==> src/rtl/scc_pkg.sv <==
// Shared definitions for the special-register-coupled fetch unit:
// fetch FSM encoding, parameter defaults and PC alignment helper.
package scc_pkg;

  typedef enum logic [1:0] {
    IDLE   = 2'd0,
    FETCH  = 2'd1,
    HOLD   = 2'd2,
    HALTED = 2'd3
  } fetch_state_e;

  localparam int unsigned PC_STEP_DEFAULT     = 4;
  localparam int unsigned ACK_TIMEOUT_DEFAULT = 15;

  function automatic logic [31:0] word_align(input logic [31:0] addr);
    return {addr[31:2], 2'b00};
  endfunction

endpackage

==> src/rtl/pc_fetch_if.sv <==
// Instruction-memory request/ack channel and decode valid/ready channel
// seen from the fetch unit (master) and from memory/decode (slave).
interface pc_fetch_if;
  logic        imem_req;
  logic [31:0] imem_addr;
  logic        imem_ack;
  logic [31:0] imem_rdata;
  logic        instr_valid;
  logic [31:0] instr;
  logic        instr_ready;

  modport master (
    output imem_req, imem_addr, instr_valid, instr,
    input  imem_ack, imem_rdata, instr_ready
  );

  modport slave (
    input  imem_req, imem_addr, instr_valid, instr,
    output imem_ack, imem_rdata, instr_ready
  );
endinterface

==> src/rtl/pc_fetch.sv <==
// Instruction fetch sequencer: reads PC from the special register file, fetches
// one word at a time, hands it to decode and writes back the next PC / LR.
module pc_fetch
  import scc_pkg::*;
#(
  parameter int unsigned PC_STEP     = PC_STEP_DEFAULT,
  parameter int unsigned ACK_TIMEOUT = ACK_TIMEOUT_DEFAULT
) (
  input  logic        clk,
  input  logic        reset,
  input  logic [31:0] re_pc,
  output logic        wr_pc,
  output logic [31:0] wr_pc_data,
  output logic        wr_lr,
  output logic [31:0] wr_lr_data,
  pc_fetch_if.master  bus,
  input  logic        branch_valid,
  input  logic [31:0] branch_target,
  input  logic        branch_link,
  input  logic        halt,
  output logic        fault
);

  localparam int unsigned WCW = (ACK_TIMEOUT > 1) ? $clog2(ACK_TIMEOUT) : 1;

  fetch_state_e   state_q, state_d;
  logic [31:0]    pc_q, pc_d;
  logic [WCW-1:0] wait_q, wait_d;
  logic           fault_lat_q, fault_lat_d;

  logic           imem_req_q, imem_req_d;
  logic [31:0]    imem_addr_q, imem_addr_d;
  logic           instr_valid_q, instr_valid_d;
  logic [31:0]    instr_q, instr_d;
  logic           wr_pc_d, wr_lr_d, fault_d;
  logic [31:0]    wr_pc_data_d, wr_lr_data_d;

  logic [31:0]    seq_pc, next_pc;

  assign bus.imem_req    = imem_req_q;
  assign bus.imem_addr   = imem_addr_q;
  assign bus.instr_valid = instr_valid_q;
  assign bus.instr       = instr_q;

  always_ff @(posedge clk or posedge reset) begin
    if (reset) begin
      state_q       <= IDLE;
      pc_q          <= '0;
      wait_q        <= '0;
      fault_lat_q   <= 1'b0;
      imem_req_q    <= 1'b0;
      imem_addr_q   <= '0;
      instr_valid_q <= 1'b0;
      instr_q       <= '0;
      wr_pc         <= 1'b0;
      wr_pc_data    <= '0;
      wr_lr         <= 1'b0;
      wr_lr_data    <= '0;
      fault         <= 1'b0;
    end else begin
      state_q       <= state_d;
      pc_q          <= pc_d;
      wait_q        <= wait_d;
      fault_lat_q   <= fault_lat_d;
      imem_req_q    <= imem_req_d;
      imem_addr_q   <= imem_addr_d;
      instr_valid_q <= instr_valid_d;
      instr_q       <= instr_d;
      wr_pc         <= wr_pc_d;
      wr_pc_data    <= wr_pc_data_d;
      wr_lr         <= wr_lr_d;
      wr_lr_data    <= wr_lr_data_d;
      fault         <= fault_d;
    end
  end

  always_comb begin
    state_d       = state_q;
    pc_d          = pc_q;
    wait_d        = wait_q;
    fault_lat_d   = fault_lat_q;
    imem_req_d    = imem_req_q;
    imem_addr_d   = imem_addr_q;
    instr_valid_d = instr_valid_q;
    instr_d       = instr_q;
    wr_pc_d       = 1'b0;
    wr_pc_data_d  = wr_pc_data;
    wr_lr_d       = 1'b0;
    wr_lr_data_d  = wr_lr_data;
    fault_d       = 1'b0;

    seq_pc  = pc_q + 32'(PC_STEP);
    next_pc = branch_valid ? word_align(branch_target) : seq_pc;

    unique case (state_q)
      IDLE: begin
        if (halt) begin
          state_d = HALTED;
        end else begin
          pc_d        = word_align(re_pc);
          imem_req_d  = 1'b1;
          imem_addr_d = word_align(re_pc);
          wait_d      = '0;
          state_d     = FETCH;
        end
      end
      FETCH: begin
        // An ack arriving on the last allowed cycle still wins over the timeout.
        if (bus.imem_ack) begin
          instr_d       = bus.imem_rdata;
          instr_valid_d = 1'b1;
          imem_req_d    = 1'b0;
          state_d       = HOLD;
        end else if (wait_q == WCW'(ACK_TIMEOUT - 1)) begin
          fault_d     = 1'b1;
          fault_lat_d = 1'b1;
          imem_req_d  = 1'b0;
          state_d     = HALTED;
        end else begin
          wait_d = wait_q + WCW'(1);
        end
      end
      HOLD: begin
        if (bus.instr_ready) begin
          wr_pc_d       = 1'b1;
          wr_pc_data_d  = next_pc;
          pc_d          = next_pc;
          instr_valid_d = 1'b0;
          if (branch_valid && branch_link) begin
            wr_lr_d      = 1'b1;
            wr_lr_data_d = seq_pc;
          end
          if (halt) begin
            state_d = HALTED;
          end else begin
            imem_req_d  = 1'b1;
            imem_addr_d = next_pc;
            wait_d      = '0;
            state_d     = FETCH;
          end
        end
      end
      HALTED: begin
        // A timeout parks the unit here until reset.
        if (!fault_lat_q && !halt) state_d = IDLE;
      end
      default: state_d = IDLE;
    endcase
  end

endmodule

==> src/flat_wrapper.sv <==
// flat-port wrapper written by rule: the top's interface ports become plain ports
module pc_fetch_flat import scc_pkg::*;
#(
  parameter int unsigned PC_STEP     = PC_STEP_DEFAULT,
  parameter int unsigned ACK_TIMEOUT = ACK_TIMEOUT_DEFAULT
)
  (clk, reset, re_pc, wr_pc, wr_pc_data, wr_lr, wr_lr_data, branch_valid, branch_target, branch_link, halt, fault, bus_imem_req, bus_imem_addr, bus_instr_valid, bus_instr, bus_imem_ack, bus_imem_rdata, bus_instr_ready);
  pc_fetch_if bus_i ();
  input  logic clk;
  input  logic reset;
  input  logic [31:0] re_pc;
  output logic wr_pc;
  output logic [31:0] wr_pc_data;
  output logic wr_lr;
  output logic [31:0] wr_lr_data;
  input  logic branch_valid;
  input  logic [31:0] branch_target;
  input  logic branch_link;
  input  logic halt;
  output logic fault;
  output wire logic [$bits(bus_i.imem_req)-1:0] bus_imem_req;
  output wire logic [$bits(bus_i.imem_addr)-1:0] bus_imem_addr;
  output wire logic [$bits(bus_i.instr_valid)-1:0] bus_instr_valid;
  output wire logic [$bits(bus_i.instr)-1:0] bus_instr;
  input wire logic [$bits(bus_i.imem_ack)-1:0] bus_imem_ack;
  input wire logic [$bits(bus_i.imem_rdata)-1:0] bus_imem_rdata;
  input wire logic [$bits(bus_i.instr_ready)-1:0] bus_instr_ready;
  assign bus_imem_req = bus_i.imem_req;
  assign bus_imem_addr = bus_i.imem_addr;
  assign bus_instr_valid = bus_i.instr_valid;
  assign bus_instr = bus_i.instr;
  assign bus_i.imem_ack = bus_imem_ack;
  assign bus_i.imem_rdata = bus_imem_rdata;
  assign bus_i.instr_ready = bus_instr_ready;
  pc_fetch #(.PC_STEP(PC_STEP), .ACK_TIMEOUT(ACK_TIMEOUT)) u_core (.clk(clk), .reset(reset), .re_pc(re_pc), .wr_pc(wr_pc), .wr_pc_data(wr_pc_data), .wr_lr(wr_lr), .wr_lr_data(wr_lr_data), .bus(bus_i), .branch_valid(branch_valid), .branch_target(branch_target), .branch_link(branch_link), .halt(halt), .fault(fault));
endmodule
==> config.mk <==
export PLATFORM = sky130hd
export DESIGN_NAME = pc_fetch_flat
export DESIGN_NICKNAME = d
export VERILOG_FILES = /design/src/rtl/scc_pkg.sv /design/src/rtl/pc_fetch_if.sv /design/src/rtl/pc_fetch.sv /design/src/flat_wrapper.sv
export SDC_FILE = /design/constraint.sdc
export NUM_CORES = 1
export LEC_CHECK = 0
export ABC_AREA = 1
export CORE_ASPECT_RATIO = 2
export CORE_MARGIN = 1
export CORE_UTILIZATION = 51
export CTS_CLUSTER_SIZE = 28
export DETAILED_ROUTE_END_ITERATION = 6
export GPL_ROUTABILITY_DRIVEN = 0
export HOLD_SLACK_MARGIN = 0.05
export PLACE_DENSITY = 0.85
export SLEW_MARGIN = 20
export SYNTH_ARGS = -nofsm -noshare
export SYNTH_HDL_FRONTEND = slang
export SYNTH_SLANG_ARGS = --single-unit
==> constraint.sdc <==
create_clock -name clk -period 15.7 [get_ports clk]
set_input_delay 2.355 -clock clk [delete_from_list [all_inputs] [get_ports clk]]
set_output_delay 2.355 -clock clk [all_outputs]
set_load 0.05 [all_outputs]
==> reports/metrics.yaml <==
power:
  pwr-share-clk_pct: 15.1
  irDropWorstVdd_uv: 171.8
  totalPowerFinal_uw: 2659
  p_sw_uw: 1311
  power_density_nw_per_um2: 242.1
  p_leak_uw: 0.005048
  comb_power_share_pct: 55.3
  p_int_uw: 1348
  switching_share_pct: 49.30
  pwr-share-seq_pct: 29.6
floorplanning:
  pin_count: 236
  row_count: 64
  dieWidth_um: 90.45
  coreArea_um2: 15290
  start_util_pct: 52.17
  die_y_um: 178.9
  fp.dieArea_um2: 16180
timing:
  slew_violations: 0
  final_hold_viol_count: 0
  final.setup.tns_ps: 0
  whs_ps: 480.4
  rsz0062_at_grt: "false"
  relSlewSlack_pct: 29.85
  timing.final.crit_share_pct: 29.82
  worst_slew_pin_slew_ps: 1051
  final.min_clock_period_ps: 4681
  setup_viol: 0
  skew_ps: 10.00
  fmax_mhz: 213.6
logic_synthesis:
  syn_inst: 901
  seq_area_frac_synth_pct: 53.94
  ys_seq_elements: 172
  synthesis.nets: 1007
  synth-async-reset-ratio_pct: 100.0
  synth-edff-count: 0
  synth_ff_type: "dfrtp_1"
  syn-cell-area_um2: 7979
  synth.most_common_cell: "nand2_1"
  synth_cell_type_count: 33
  synthTopCellsByArea: "dfrtp_1 (54%), nand2_1 (15%), nand3_1 (5.3%)"
  yosys.area.top_type: "dfrtp_1"
  syn_avg_cell_area_um2: 8.856
  synth_warnings: 0
  yosysTopAreaCellShare_pct: 53.94
  synthTopCellsByCount: "nand2_1 (323), dfrtp_1 (172), nand3_1 (85)"
route:
  wl_per_cell_um: 17.58
  drc: 0
  wl_um: 23410
  drt-met1-wl_um: 8445
  dr_wl_met3_um: 1579
  via_per_inst: 5.361
  top_layer: "met4"
  drt-pass1-iter-count: 5
  vias: 7136
  drtAntennaViolNets: 0
  met2_length_um: 12240
  dr.first_iter.drc_count: 463
clock_network:
  post_cts_resized: 0
  root_buffer: "clkbuf_16"
  cts_buffer_depth: 2
  insertion_delay_ps: 420
  cts_buffers: 17
  cts_num_sinks: 172
  cts_tree: "built"
  clkTransAtPathRegs_ps: 60
  cts_post_setup_buffers_inserted: 0
  postCtsHoldBufs: 0
  h-tree-depth: 4
outcome:
  status: "finished clean"
finish:
  layout-drive-gt1-share_pct: 10.51
  nets: 1226
  area_growth_pct: 37.67
setup_path:
  slowest_delay_ps: 510
  cp-end-kind: "flop"
  critPathRequiredTime_ps: 16010
  critPathSlowestCell: "nor2_8"
  critPathMaxFanout: 50
  crit_chain: "clkdlybuf4s50_1 > inv_1 > nor2_8 > inv_2 > nor2_4 > buf_4 > mux2_2"
  critPathArrivalTime_ps: 4990
  cp-start-kind: "input port"
  critPathBufInv: 4
  critical_path_class: "in2reg"
  crit_family: "buffers and inverters"
grt:
  grt_pass1_wl_um: 36740
  grt_use_total_pct: 29.84
  grt_overflow: 0
  antenna_found_initial: 1
  grt_pass1_vias: 7197
  grt_max_degree: 82
place:
  portBuffers: 231
  hpwlAfterDp_um: 16500
hold_path:
  hold_class: "reg2reg"
run:
  drv_cap: 0
-- worst reg2reg max path, stage by stage, from the launching register on --
cell,delay [ps]
dfrtp_1,440
nor2_4,140
inv_2,180
nor2_8,530
inv_2,460
nor2_4,190
buf_4,500
mux2_2,420
-- stage by stage --
| step | instances | instance area, um^2 | utilization (%) | setup slack, ps |
|---|---|---|---|---|
| 3_3_place_gp | 1299 | 10420 | 68.13 | 10610 |
| 2_1_floorplan | 901 | 7979 | - | 8685 |
| 6_report | 1331 | 10980 | 71.82 | 11020 |
| 5_1_grt | 1331 | 10980 | 71.82 | 10860 |
| 3_5_place_dp | 1299 | 10420 | 68.13 | 10580 |
| 4_1_cts | 1330 | 10980 | 71.78 | 11020 |
-- cells by family (layout without fill, tap and decap cells) --
| kind of cell | count (synthesis) | in the layout | synth area share, % |
|---|---|---|---|
| xor+xnor | 13 | 13 | 1.427 |
| other cells | 0 | 1 | 0 |
| simple gates | 506 | 506 | 26.92 |
| fa+ha+maj | 3 | 3 | 0.4705 |
| compound gates | 76 | 76 | 5.943 |
| mux | 50 | 50 | 7.010 |
| flops | 172 | 172 | 53.94 |
| buf+inv | 81 | 312 | 4.281 |
-- layout by cell type (no fill, tap or decap), drive strengths merged, types with 8 or more instances in the layout --
| master | n |
|---|---|
| nand2 | 325 |
| clkdlybuf4s50 | 231 |
| dfrtp | 172 |
| nand3 | 85 |
| nor2 | 70 |
| mux2 | 47 |
| inv | 45 |
| o21ai | 28 |
| or2 | 21 |
| clkbuf | 19 |
| a31oi | 18 |
| xor2 | 10 |
| o211ai | 9 |
| o21a | 9 |
| buf | 8 |
-- layer usage --
metal  vias up  GRT usage [%]
met3        68          6.573
met4         0          16.87
met1      3365          32.92
met2       337          52.93
li1       3366              -
met5         -              0
-- power groups by stage --
stage	logic, uW	registers (uW)	clock network (uW)
floorplan	431	1320	0
global placement	1440	778	0
detailed placement	1460	787	0
CTS	1470	784	407
global route	1550	810	425
finish	1470	786	402
-- registers in the layout, summed over array words and instances, names as in the netlist --
name and cells:
u_core.wr_pc 1, u_core.bus.imem_addr 32, u_core.wr_lr_data 32, u_core.bus.instr 32, u_core.fault_lat_q 1, u_core.bus.instr_valid 1
u_core.wr_lr 1, u_core.wait_q 4, u_core.state_q 2, u_core.pc_q 32, u_core.fault 1, u_core.wr_pc_data 32
u_core.bus.imem_req 1
-- worst paths after layout --
path | startpoint | cells after the start | slack, ps | endpoint
worst min-delay path | u_core.bus.imem_addr[13]$_DFFE_PP0P_ | 2 | 480 | u_core.bus.imem_addr[13]$_DFFE_PP0P_
worst max-delay path | bus_instr_ready | 7 | 11020 | u_core.wr_lr_data[1]$_DFFE_PP0P_
min in group asynchronous | reset | 2 | 2280 | u_core.wr_pc_data[4]$_DFFE_PP0P_
worst max register to register | u_core.state_q[0]$_DFFE_PP0P_ | 7 | 12720 | u_core.wr_lr_data[1]$_DFFE_PP0P_
worst min register to register | u_core.bus.imem_addr[13]$_DFFE_PP0P_ | 2 | 480 | u_core.bus.imem_addr[13]$_DFFE_PP0P_
max in group asynchronous | reset | 4 | 11630 | u_core.pc_q[11]$_DFFE_PP0P_
-- cell type report --
class / count / area (um^2)
Multi-Input combinational cell: 648 / 3333
Antenna cell: 1 / 2.502
Clock buffer: 19 / 442.9
Timing Repair Buffer: 239 / 2376
Inverter: 42 / 162.7
Tap cell: 198 / 247.7
Sequential cell: 172 / 4304
Fill cell: 1171 / 4310
Clock inverter: 12 / 115.1
No activity file was read; power rests on OpenSTA's default activity.
